**src/rtl/button_debounce.sv**
```systemverilog
// Multi-channel push-button conditioner: synchroniser, debounce, press/release pulses.
// Define BUTTON_DEBOUNCE_LONGPRESS_EN to build the hold counters and btn_long.
module button_debounce #(
  parameter int N           = 4,
  parameter int SYNC_STAGES = 2,
  parameter int DB_CYCLES   = 120000,
  parameter int LONG_CYCLES = 12000000
) (
  input  logic         CLK,
  input  logic         RST,
  input  logic [N-1:0] btn_raw,
  output logic [N-1:0] btn_level,
  output logic [N-1:0] btn_press,
  output logic [N-1:0] btn_release,
  output logic [N-1:0] btn_long
);

  localparam int DBW = $clog2(DB_CYCLES + 1);
  localparam logic [DBW-1:0] DB_LAST = DBW'(DB_CYCLES - 1);

  if (SYNC_STAGES < 2 || DB_CYCLES < 1 || LONG_CYCLES < 1) begin : g_bad_params
    $error("button_debounce: SYNC_STAGES must be >= 2, DB_CYCLES and LONG_CYCLES >= 1");
  end

  logic [SYNC_STAGES-1:0][N-1:0] sync_q;
  logic [N-1:0]                  sync;
  logic [N-1:0][DBW-1:0]         db_cnt;

  assign sync = sync_q[SYNC_STAGES-1];

  // NOTE: sequential state uses non-blocking assignments so every flop samples
  // pre-edge values regardless of statement order.
  always_ff @(posedge CLK) begin
    if (RST) begin
      sync_q <= '0;
    end else begin
      sync_q <= {sync_q[SYNC_STAGES-2:0], btn_raw};
    end
  end

  // A level is accepted only after DB_CYCLES consecutive samples disagree with it;
  // any agreeing sample restarts the count.
  always_ff @(posedge CLK) begin
    if (RST) begin
      db_cnt      <= '0;
      btn_level   <= '0;
      btn_press   <= '0;
      btn_release <= '0;
    end else begin
      for (int i = 0; i < N; i++) begin
        btn_press[i]   <= 1'b0;
        btn_release[i] <= 1'b0;
        if (sync[i] == btn_level[i]) begin
          db_cnt[i] <= '0;
        end else if (db_cnt[i] == DB_LAST) begin
          db_cnt[i]      <= '0;
          btn_level[i]   <= sync[i];
          btn_press[i]   <= sync[i];
          btn_release[i] <= ~sync[i];
        end else begin
          db_cnt[i] <= db_cnt[i] + DBW'(1);
        end
      end
    end
  end

`ifdef BUTTON_DEBOUNCE_LONGPRESS_EN
  localparam int LW = $clog2(LONG_CYCLES + 1);
  localparam logic [LW-1:0] LONG_MAX  = LW'(LONG_CYCLES);
  localparam logic [LW-1:0] LONG_LAST = LW'(LONG_CYCLES - 1);

  logic [N-1:0][LW-1:0] hold_cnt;

  // The counter reads 0 during the press cycle, so btn_long lands LONG_CYCLES
  // cycles later; saturation keeps it to one pulse per press.
  always_ff @(posedge CLK) begin
    if (RST) begin
      hold_cnt <= '0;
      btn_long <= '0;
    end else begin
      for (int i = 0; i < N; i++) begin
        btn_long[i] <= btn_level[i] && (hold_cnt[i] == LONG_LAST);
        if (!btn_level[i]) begin
          hold_cnt[i] <= '0;
        end else if (hold_cnt[i] != LONG_MAX) begin
          hold_cnt[i] <= hold_cnt[i] + LW'(1);
        end
      end
    end
  end
`else
  assign btn_long = '0;
`endif

endmodule

```
**config.mk**
```make
export PLATFORM = sky130hd
export DESIGN_NAME = button_debounce
export DESIGN_NICKNAME = d
export VERILOG_FILES = /design/src/rtl/button_debounce.sv
export SDC_FILE = /design/constraint.sdc
export NUM_CORES = 1
export LEC_CHECK = 0
export CAP_MARGIN = 10
export CORE_ASPECT_RATIO = 0.7
export CORE_MARGIN = 2
export CORE_UTILIZATION = 55
export CTS_CLUSTER_DIAMETER = 80
export DETAILED_ROUTE_END_ITERATION = 8
export HOLD_SLACK_MARGIN = 0.02
export PLACE_DENSITY_LB_ADDON = 0.3
export SYNTH_ARGS = -nofsm -noshare
export SYNTH_HDL_FRONTEND = slang
export SYNTH_SLANG_ARGS = --single-unit
```
**constraint.sdc**
```tcl
create_clock -name CLK -period 2.55 [get_ports CLK]
set_input_delay 0.51 -clock CLK [delete_from_list [all_inputs] [get_ports CLK]]
set_output_delay 0.51 -clock CLK [all_outputs]
set_load 0.05 [all_outputs]
```
Word level (Yosys, flattened, before mapping) --
Index checks and enable logic that the tools add are counted.
Storage, ports and cells: logic and storage cells 54, input port bits 6, output and inout bits 16, bits in registers 88
Operators by class: $add $sub $neg 4, equal/unequal tests 8, reductions and logical operators 12, bitwise operators 12
Operators by type and width (count):
- 17-bit by 1-bit adder with 17-bit output, second input constant | 4
- 17-bit equality test, second input constant | 4
- 3-bit OR reduction | 8
- 1-bit inverter | 12
- 2-bit AND reduction | 4
- 1-bit equality test | 4

Longest topological paths before layout --
Gate-level depths: netlist of run 1.
word-level depth 3, mapped depth 8

Worst setup path after synthesis of run 1 --
OpenSTA, ideal clock, no wires.
kind flip-flop to flip-flop, from register db_cnt[57] (netlist bit), to register db_cnt[52] (netlist bit), setup time 0.115 ns, path buffers 0, setup slack 0.728 ns, arrival time 1.706 ns, cell stages (with the launch flop) 5, cell sequence dfxtp_1 nand4bb_1 or4_4 or4_4 and3_1
On the way: cells in the longest elaborated chain, start to end 2
Ends and longest elaborated chain:
- start: declaration | RTL line 27 | logic [N-1:0][DBW-1:0] db_cnt;
- start signal: indexed assignment | RTL line 61 | db_cnt[i] <= db_cnt[i] + DBW'(1);
- 17-bit equality test | RTL line 55 | end else if (db_cnt[i] == DB_LAST) begin
- 3-bit OR reduction (no line)
Every way passes these cells. A chain may end at the register's enable or synchronous reset.

Final worst setup path of run 1 --
from register btn_level[2], to output port btn_level[2]
RTL lines:
- start: declaration | RTL line 12 | output logic [N-1:0] btn_level,
- start signal: indexed assignment | RTL line 57 | btn_level[i] <= sync[i];
No word-level cell between the ends.

==> impl_metrics.toml, run 1 <==
[timing]
worst_slew_margin_rel_pct = 62.99
final.period_utilization_pct = 83.46
setup_violations = 0
total_count_of_hold_check_failures_in_the_final_report = 0
worst-slew-pin-transition_ps = 553.7
rsz0062_at_grt = "false"
finalHoldWorstSlack_ps = 449.2
achievable_frequency_mhz = 469.9
fin_setup_tns_ps = 0
fin_crit_ps = 2128
fin_skew_ps = 10.28
postLayoutSetupSlackWorst_ps = 421.8
timing_max_transition_violations_final = 0

[clocking]
insertion_delay_ps = 370
cts_inserted_buffers = 9
post_cts_hold_buffer_count = 0
numClockSinks = 88
cts_resized = 0
clk_pin_slew_ps = 90
tritoncts = "yes"
cts.root.buffer_cell = "sky130_fd_sc_hd__clkbuf_8"
htreeDepth = 3
post-cts-setup-buffer-count = 0
max-clock-path-buffers = 2

[logic_synthesis]
yosysTopAreaCell = "sky130_fd_sc_hd__dfxtp_1"
synth.avg_cell_area_sq_um = 9.353
register_area_share_after_synthesis_pct = 47.09
list_of_most_frequent_post_synthesis_cells = "88 x sky130_fd_sc_hd__dfxtp_1, 70 x sky130_fd_sc_hd__nor2_1, 31 x sky130_fd_sc_hd__nand4_1, 30 x sky130_fd_sc_hd__xor2_1, 24 x sky130_fd_sc_hd__xnor2_1"
dominantRegCellSynth = "sky130_fd_sc_hd__dfxtp_1"
synthArstFlopShare_pct = 0
post_synth_edffs = 0
yosys-top-cells-area = "sky130_fd_sc_hd__dfxtp_1 47%, sky130_fd_sc_hd__nor2_1 7.0%, sky130_fd_sc_hd__xor2_1 7.0%, sky130_fd_sc_hd__xnor2_1 5.6%, sky130_fd_sc_hd__nand4_1 5.2%"
dominant_cell_by_count_in_the_synthesized_netlist = "sky130_fd_sc_hd__dfxtp_1"
postSynthCellCount = 400
post-synth-top-area-fraction_pct = 47.09
ys_warn_count = 0
post_synth_instance_area_sq_mm = 0.003741
synth_seq_cells = 88
yosys.cell_types.count = 43

[detailed_routing]
routed_wl_um = 6866
post_detailed_route_wirelength_per_cell_um = 13.23
antenna_violating_nets_post_route = 0
drt_via_density = 5.355
drc = 0
via_count = 2779
drt_first_pass_iters = 4
detail_route.iter0.violations = 102

[place]
dpl-instance-area_sq_mm = 0.003971
dpl_worst_slack_ps = 470.0
post-place-cells = 503
dp.final_hpwl_um = 4862
port_buffers = 17
globalplace.congestion = 0.8050

[floorplanning]
io-pin-count = 22
chipWidth_um = 102.6
dieArea_sq_mm = 0.007488
core_region_area_sq_mm = 0.006663
die_height_um = 73.01
std_cell_rows = 25
initial_utilization_pct = 56.15

[critical_path]
critical_path_class = "register to primary output"
critical_path.n_buffers_inverters = 1
worst_setup_path_start_kind = "register"
crit_path_max_incr_delay_ps = 830
critical_path.top_delay_family = "buffers and inverters"
crit_path_top_delay_cell = "sky130_fd_sc_hd__clkdlybuf4s50_1"
worst-path-max-fanout = 5
crit_path_end_kind = "primary output"
crit_chain = "clkdlybuf4s50_1"
cp_data_required_time_ps = 2040
crit_arrival_ps = 1620

[global_routing]
grt_antenna_before_repair = 0
grt_pass1_wl_um = 11940
overflow = 0
grt_max_degree = 18
gr-usage-all-layers_pct = 20.60
first_global_vias = 2610

[power_and_ir_drop]
vdd_ir_drop_max_uv = 307.1
power_density_mw_per_mm2 = 565.7
p_leak_nw = 1.282
total_power_mw = 2.353

[final_layout]
fin_nets = 430
final-instance-count-excl-fill = 519
utilization_pct = 62.44
layout-area-overhead-vs-synth_pct = 11.20
post_route_cells_drive_above_1_share_pct = 7.294
finish.instance_area_sq_mm = 0.004160
num_antenna_cells = 0

[run_status]
status = "finished, final reports clean"

[run]
cap_viol_max_count = 0

[min_path]
min_path_type = "register to register"
==> report_power, final <==
part	switching [mW]	leakage, nW	internal (mW)	total, mW
combinational	0.0308	0.477	0.0173	0.0482
sequential	0.00479	0.710	1.38	1.39
clock	0.544	0.0938	0.375	0.920
==> registers in the layout, indices dropped and copies added (netlist names) <==
| name | flops |
|---|---|
| btn_level | 4 |
| btn_press | 4 |
| btn_release | 4 |
| db_cnt | 68 |
| sync | 4 |
| sync_q | 4 |
==> cell type report <==
type | instances | area [sq um]
multi-input cells | 292 | 1862
clock buffers | 9 | 123.9
fillers | 572 | 2502
flip-flops and latches | 88 | 1762
clock inverters | 7 | 65.06
inverters | 8 | 30.03
repair buffers | 21 | 200.2
well taps | 94 | 117.6
==> path summary, 6_finish.rpt <==
kind / slack (ps) / startpoint / depth (start not counted) / to
worst min register to register: 450 / sync_q[0] / 1 / sync[0]
worst max-delay path: 420 / btn_level[2] / 1 / btn_level[2]
worst min-delay path: 450 / sync_q[0] / 1 / sync[0]
worst max register to register: 430 / db_cnt[27] / 4 / db_cnt[21]
==> placed cells by master (no fill, tap or decap), drive strengths merged, types with 6 or more instances in the layout <==
master         Yosys  final
xor2              30     30
nor2              70     70
clkbuf             5      9
nand3             15     15
nand2             16     16
clkdlybuf4s50      0     17
nor3               8      8
nand2b            10     10
nand4             32     32
nor4              10     10
inv                8     11
and4               6      6
nor2b              8      8
xnor2             24     24
a21oi              8      8
dfxtp             88     88
==> routing by layer <==
| metal | up-vias | part of all wire (%) | GRT usage [%] |
|---|---|---|---|
| li1 | 1428 | - | - |
| met3 | 7 | 5.3 | 8.142 |
| met2 | 56 | 44 | 31.37 |
| met4 | 0 | 1.2 | 6.963 |
| met5 | - | 0 | 0 |
| met1 | 1288 | 49 | 26.78 |
==> cells by family after synthesis <==
kind of cell / after synthesis / synth area share (%)
xor gates and xnor gates: 54 / 12.64
other: 1 / 0.1002
DFF: 88 / 47.09
and+or+nand+nor: 208 / 30.97
buffers and inverters: 23 / 3.445
muxes: 4 / 1.070
AOI/OAI and AO/OA: 18 / 3.344
adders and majority gates: 4 / 1.338
Power figures use the tool's default switching activity.
==> run 2, diff against run 1 <==
==> constraint.sdc (replaced) <==
create_clock -name CLK -period 2.15 [get_ports CLK]
set_input_delay 0.43 -clock CLK [delete_from_list [all_inputs] [get_ports CLK]]
set_output_delay 0.43 -clock CLK [all_outputs]
set_load 0.05 [all_outputs]
==> run 2 against run 1 <==
  * Final cell count is 1.7% higher
  * Clock skew is 4.1 ps lower
  * Cell area is 2.1% higher
  * Critical path type unchanged
  * Clock power is 30% higher
  * Power is 23% higher
  * Worst hold slack worse by 4.2 ps
  * Register-to-register slack worse by 210 ps
  * Sequential cell count stayed put
  * Global-route usage is 0.55 points lower
  * Largest power group unchanged
==> impl_metrics.toml, run 2 (synthesis gave the netlist of run 1 again) <==
[global_routing]
overflow = 0
grt_max_degree = 18
gr-usage-all-layers_pct = 20.04
grt_antenna_before_repair = 0
grt_busiest_layer = "met2"
use_met1_pct = 26.85
grt_util_met3_pct = 5.747
first_global_vias = 2597
grt_pass1_wl_um = 11780
grt.met2_usage_pct = 30.28

[clocking]
post_cts_hold_buffer_count = 0
numClockSinks = 88
cts_inserted_buffers = 9
post-cts-setup-buffer-count = 0
max-clock-path-buffers = 2
htreeDepth = 3
cts_resized = 0
cts.root.buffer_cell = "sky130_fd_sc_hd__clkbuf_8"
insertion_delay_ps = 350
clk_pin_slew_ps = 80
tritoncts = "yes"

[floorplanning]
initial_utilization_pct = 56.15
die_height_um = 73.01
chipWidth_um = 102.6
core_region_area_sq_mm = 0.006663
dieArea_sq_mm = 0.007488
io-pin-count = 22
std_cell_rows = 25

[critical_path]
minimum_setup_slack_among_reg_to_reg_paths_ps = 220
crit_path_max_incr_delay_ps = 830
worst_setup_path_start_kind = "register"
crit_chain = "clkdlybuf4s50_1"
crit_arrival_ps = 1610
worst-path-max-fanout = 5
critical_path.n_buffers_inverters = 1
crit_path_end_kind = "primary output"
r2r_cells = 4
critical_path_class = "register to primary output"
critical_path.top_delay_family = "buffers and inverters"
cp_data_required_time_ps = 1720
path_depth = 1
crit_path_top_delay_cell = "sky130_fd_sc_hd__clkdlybuf4s50_1"

[final_layout]
post_route_cells_drive_above_1_share_pct = 8.525
layout-area-overhead-vs-synth_pct = 13.58
layout.cells.most_common = "sky130_fd_sc_hd__dfxtp_1"
largest_register = "db_cnt"
num_antenna_cells = 0
largest_register_ff_count = 68
fin_nets = 440
number_of_fill_cells_in_the_layout = 572
most-common-layout-cells = "88 x sky130_fd_sc_hd__dfxtp_1, 70 x sky130_fd_sc_hd__nor2_1, 31 x sky130_fd_sc_hd__nand4_1"

[timing]
fin_skew_ps = 6.164
fin_crit_ps = 2037
worst_slew_margin_rel_pct = 66.53
setup_violations = 0
achievable_frequency_mhz = 490.9
final.period_utilization_pct = 94.74
worst-slew-pin-transition_ps = 500.4
timing_max_transition_violations_final = 0
rsz0062_at_grt = "false"
total_count_of_hold_check_failures_in_the_final_report = 0
fin_setup_tns_ps = 0

[min_path]
min_delay_path_depth = 1
min_path_type = "register to register"

[detailed_routing]
antenna_violating_nets_post_route = 0
detail_route.iter0.violations = 106
via_count = 2779
post_detailed_route_wirelength_per_cell_um = 13.14
drt_via_density = 5.263
drt_first_pass_iters = 4
routed_wl_um = 6939
drc = 0

[run]
cap_viol_max_count = 0

[power_and_ir_drop]
total_power_mw = 2.905
p_leak_nw = 1.333
power_density_mw_per_mm2 = 683.8
vdd_ir_drop_max_uv = 441.0

[run_status]
status = "finished, final reports clean"

[place]
dp.final_hpwl_um = 4931
port_buffers = 17
globalplace.congestion = 0.8399
run 2: worst paths after layout:
kind | startpoint | end
worst max-delay path | btn_level[2] | btn_level[2]
worst min-delay path | sync_q[1] | sync[1]
worst max register to register | db_cnt[57] | btn_press[3]
worst min register to register | sync_q[1] | sync[1]
run 2: area by class of cell:
class | instances | area [sq um] | share of cell area, %
clock buffer | 12 | 135.1 | 3.180
clock inverter | 3 | 67.56 | 1.590
inverter | 8 | 30.03 | 0.7067
multi-input combinational | 292 | 1862 | 43.82
sequential | 88 | 1762 | 41.46
tap | 94 | 117.6 | 2.768
timing repair buffer | 31 | 275.3 | 6.478
run 2: through the flow:
step / instance area [sq um] / instances / hold slack (ps) / setup WS (ps) / utilization (%)
after global routing: 4249 / 528 / 463.8 / 62.32 / 63.77
after detailed placement: 4046 / 513 / 428.3 / 229.7 / 60.73
after CTS: 4249 / 528 / 450.0 / 101.5 / 63.77
final: 4249 / 528 / 445.0 / 113.1 / 63.77
after floorplan: 3752 / 403 / 413.8 / 328.3 / -
after global placement: 4046 / 513 / 424.6 / 294.9 / 60.73
run 2: where the power goes:
part,total (mW),switching (mW),internal (mW)
Combinational,0.0627,0.0386,0.0241
Sequential,1.64,0.00591,1.64
Clock,1.20,0.550,0.650
run 2: per-layer routing:
metal	part of all wire, %	routed length, um	up-vias
met3	3.3	226	12
met5	0	0	-
met2	42	2939	40
met1	53	3659	1282
li1	-	-	1445
met4	1.6	114	0
==> run 3, diff against run 2 <==
--- a/config.mk
+++ b/config.mk
@@ -5,7 +5,7 @@
 export SDC_FILE = /design/constraint.sdc
 export NUM_CORES = 1
 export LEC_CHECK = 0
-export CAP_MARGIN = 10
+export CAP_MARGIN = 15
 export CORE_ASPECT_RATIO = 0.7
 export CORE_MARGIN = 2
 export CORE_UTILIZATION = 55
==> constraint.sdc (replaced) <==
create_clock -name CLK -period 2.15 [get_ports CLK]
set_input_delay 0.215 -clock CLK [delete_from_list [all_inputs] [get_ports CLK]]
set_output_delay 0.215 -clock CLK [all_outputs]
set_load 0.05 [all_outputs]
==> run 3 against run 2 <==
  * Die area is the same
  * Sequential power is essentially flat
  * Routed wire length fell by 0.10%
  * Via count is 1.1% higher
  * First-iteration DRC count is 11% lower
  * Utilization decreased by 0.30 points
  * Sequential cell count did not move
  * Largest power group unchanged
  * Highest routed layer unchanged
==> impl_metrics.toml, run 3 (synthesis gave the netlist of run 1 again) <==
[timing]
achievable_frequency_mhz = 517.9
fin_crit_ps = 1931
final.period_utilization_pct = 89.80
fin_setup_tns_ps = 0
worst_slew_margin_rel_pct = 66.00
worst-slew-pin-transition_ps = 508.5
rsz0062_at_grt = "false"
total_count_of_hold_check_failures_in_the_final_report = 0
fin_skew_ps = 12.10
setup_violations = 0
timing_max_transition_violations_final = 0

[place]
globalplace.congestion = 0.8472
port_buffers = 17
dp.final_hpwl_um = 4903

[power_and_ir_drop]
total_power_mw = 2.708
power_density_mw_per_mm2 = 640.4
p_leak_nw = 1.325
vdd_ir_drop_max_uv = 346.2

[floorplanning]
initial_utilization_pct = 56.15
dieArea_sq_mm = 0.007488
core_region_area_sq_mm = 0.006663
die_height_um = 73.01
std_cell_rows = 25
io-pin-count = 22
chipWidth_um = 102.6

[clocking]
max-clock-path-buffers = 2
htreeDepth = 3
cts.root.buffer_cell = "sky130_fd_sc_hd__clkbuf_8"
post_cts_hold_buffer_count = 0
insertion_delay_ps = 350
numClockSinks = 88
clk_pin_slew_ps = 80
tritoncts = "yes"
post-cts-setup-buffer-count = 0
cts_inserted_buffers = 9
cts_resized = 0

[final_layout]
num_antenna_cells = 0
sequential_cell_area_sq_mm = 0.001762
number_of_fill_cells_in_the_layout = 573
layout-area-overhead-vs-synth_pct = 13.04
largest_register_ff_count = 68
largest_register = "db_cnt"
most-common-layout-cells = "88 x sky130_fd_sc_hd__dfxtp_1, 70 x sky130_fd_sc_hd__nor2_1, 31 x sky130_fd_sc_hd__nand4_1"
fin_nets = 442
utilization_pct = 63.47
layout.cells.most_common = "sky130_fd_sc_hd__dfxtp_1"
multi_input_comb_area_sq_mm = 0.001862
post_route_cells_drive_above_1_share_pct = 8.924

[min_path]
min_delay_worst_endpoint = "sync_q[0]"
min_from = "btn_raw[0]"
min_delay_path_depth = 2
min_path_type = "primary input to register"

[global_routing]
first_global_vias = 2537
grt_pass1_wl_um = 11700
gr-usage-all-layers_pct = 20.11
grt_antenna_before_repair = 0
overflow = 0
grt_max_degree = 18

[detailed_routing]
drt_first_pass_iters = 4
post_detailed_route_wirelength_per_cell_um = 13.05
detail_route.iter0.violations = 94
antenna_violating_nets_post_route = 0
routed_wl_um = 6932
drt_via_density = 5.292
via_count = 2810
drc = 0

[critical_path]
worst_setup_path_start_kind = "register"
crit_path_top_delay_cell = "sky130_fd_sc_hd__or4_4"
regToRegEndpoint = "db_cnt[52]"
rr_startpoint = "db_cnt[57]"
crit_chain = "nand4bb_1, or4_4, or4_4, and3_1"
cell_occurring_most_often_along_the_worst_timing_path = "sky130_fd_sc_hd__or4_4"
critical_path_class = "register to register"
minimum_setup_slack_among_reg_to_reg_paths_ps = 220
r2r_cells = 4
crit_path_end_kind = "register"
critPathLaunch = "db_cnt[57]"
crit_path_max_incr_delay_ps = 560
worst-path-max-fanout = 5
cp_data_required_time_ps = 2390
crit_arrival_ps = 2170

[run]
cap_viol_max_count = 0

[run_status]
status = "finished, final reports clean"
[run 3: changes by cell type in the layout (fill, tap and decap cells not counted), sizes merged]
cell / previous run / this run
buf: 14 / 16
bufinv: 2 / 0
clkbuf: 12 / 14
clkinvlp: 1 / 2
[run 3: final cells by class]
class,instances,area share (%)
Timing Repair Buffer,33,6.864
Clock buffer,14,3.609
Inverter,8,0.7101
Multi-Input combinational cell,292,44.02
Tap cell,94,2.781
Sequential cell,88,41.66
Clock inverter,2,0.3550
[run 3: per-layer routing]
layer	global-route usage [%]	up-vias	wire [um]
met2	29.92	51	2894
li1	-	1449	-
met4	5.185	0	80
met5	0	-	0
met1	27.26	1303	3650
met3	8.142	7	307
[run 3: worst max-delay path by stage]
stage | to | depth (start not counted)
final | db_cnt[52] | 4
after global routing | btn_release[3] | 4
after CTS | db_cnt[52] | 4
after detailed placement | db_cnt[52] | 4
after global placement | db_cnt[52] | 4
after floorplan | db_cnt[52] | 4
[run 3: per-stage QoR]
step | hold WS [ps] | instances | worst slack [ps] | instance area, sq um
after floorplan | 343.2 | 403 | 328.3 | 3752
final | 428.4 | 531 | 219.2 | 4229
after detailed placement | 422.0 | 515 | 228.8 | 4061
after global placement | 423.5 | 515 | 301.5 | 4061
after global routing | 412.1 | 531 | 111.4 | 4229
after CTS | 410.3 | 531 | 228.2 | 4229
[run 3: worst max-delay path, delay by kind of cell (launching register included)]
family           cells  cell delay [ps]
AND/OR/NAND/NOR      4             1480
flip-flops           1              350
[run 3: where the power goes]
| group | internal (mW) | leakage, nW | switching (mW) |
|---|---|---|---|
| clock | 0.454 | 0.0769 | 0.551 |
| combinational | 0.0230 | 0.538 | 0.0375 |
| sequential | 1.64 | 0.710 | 0.00540 |
| total | 2.11 | 1.33 | 0.594 |
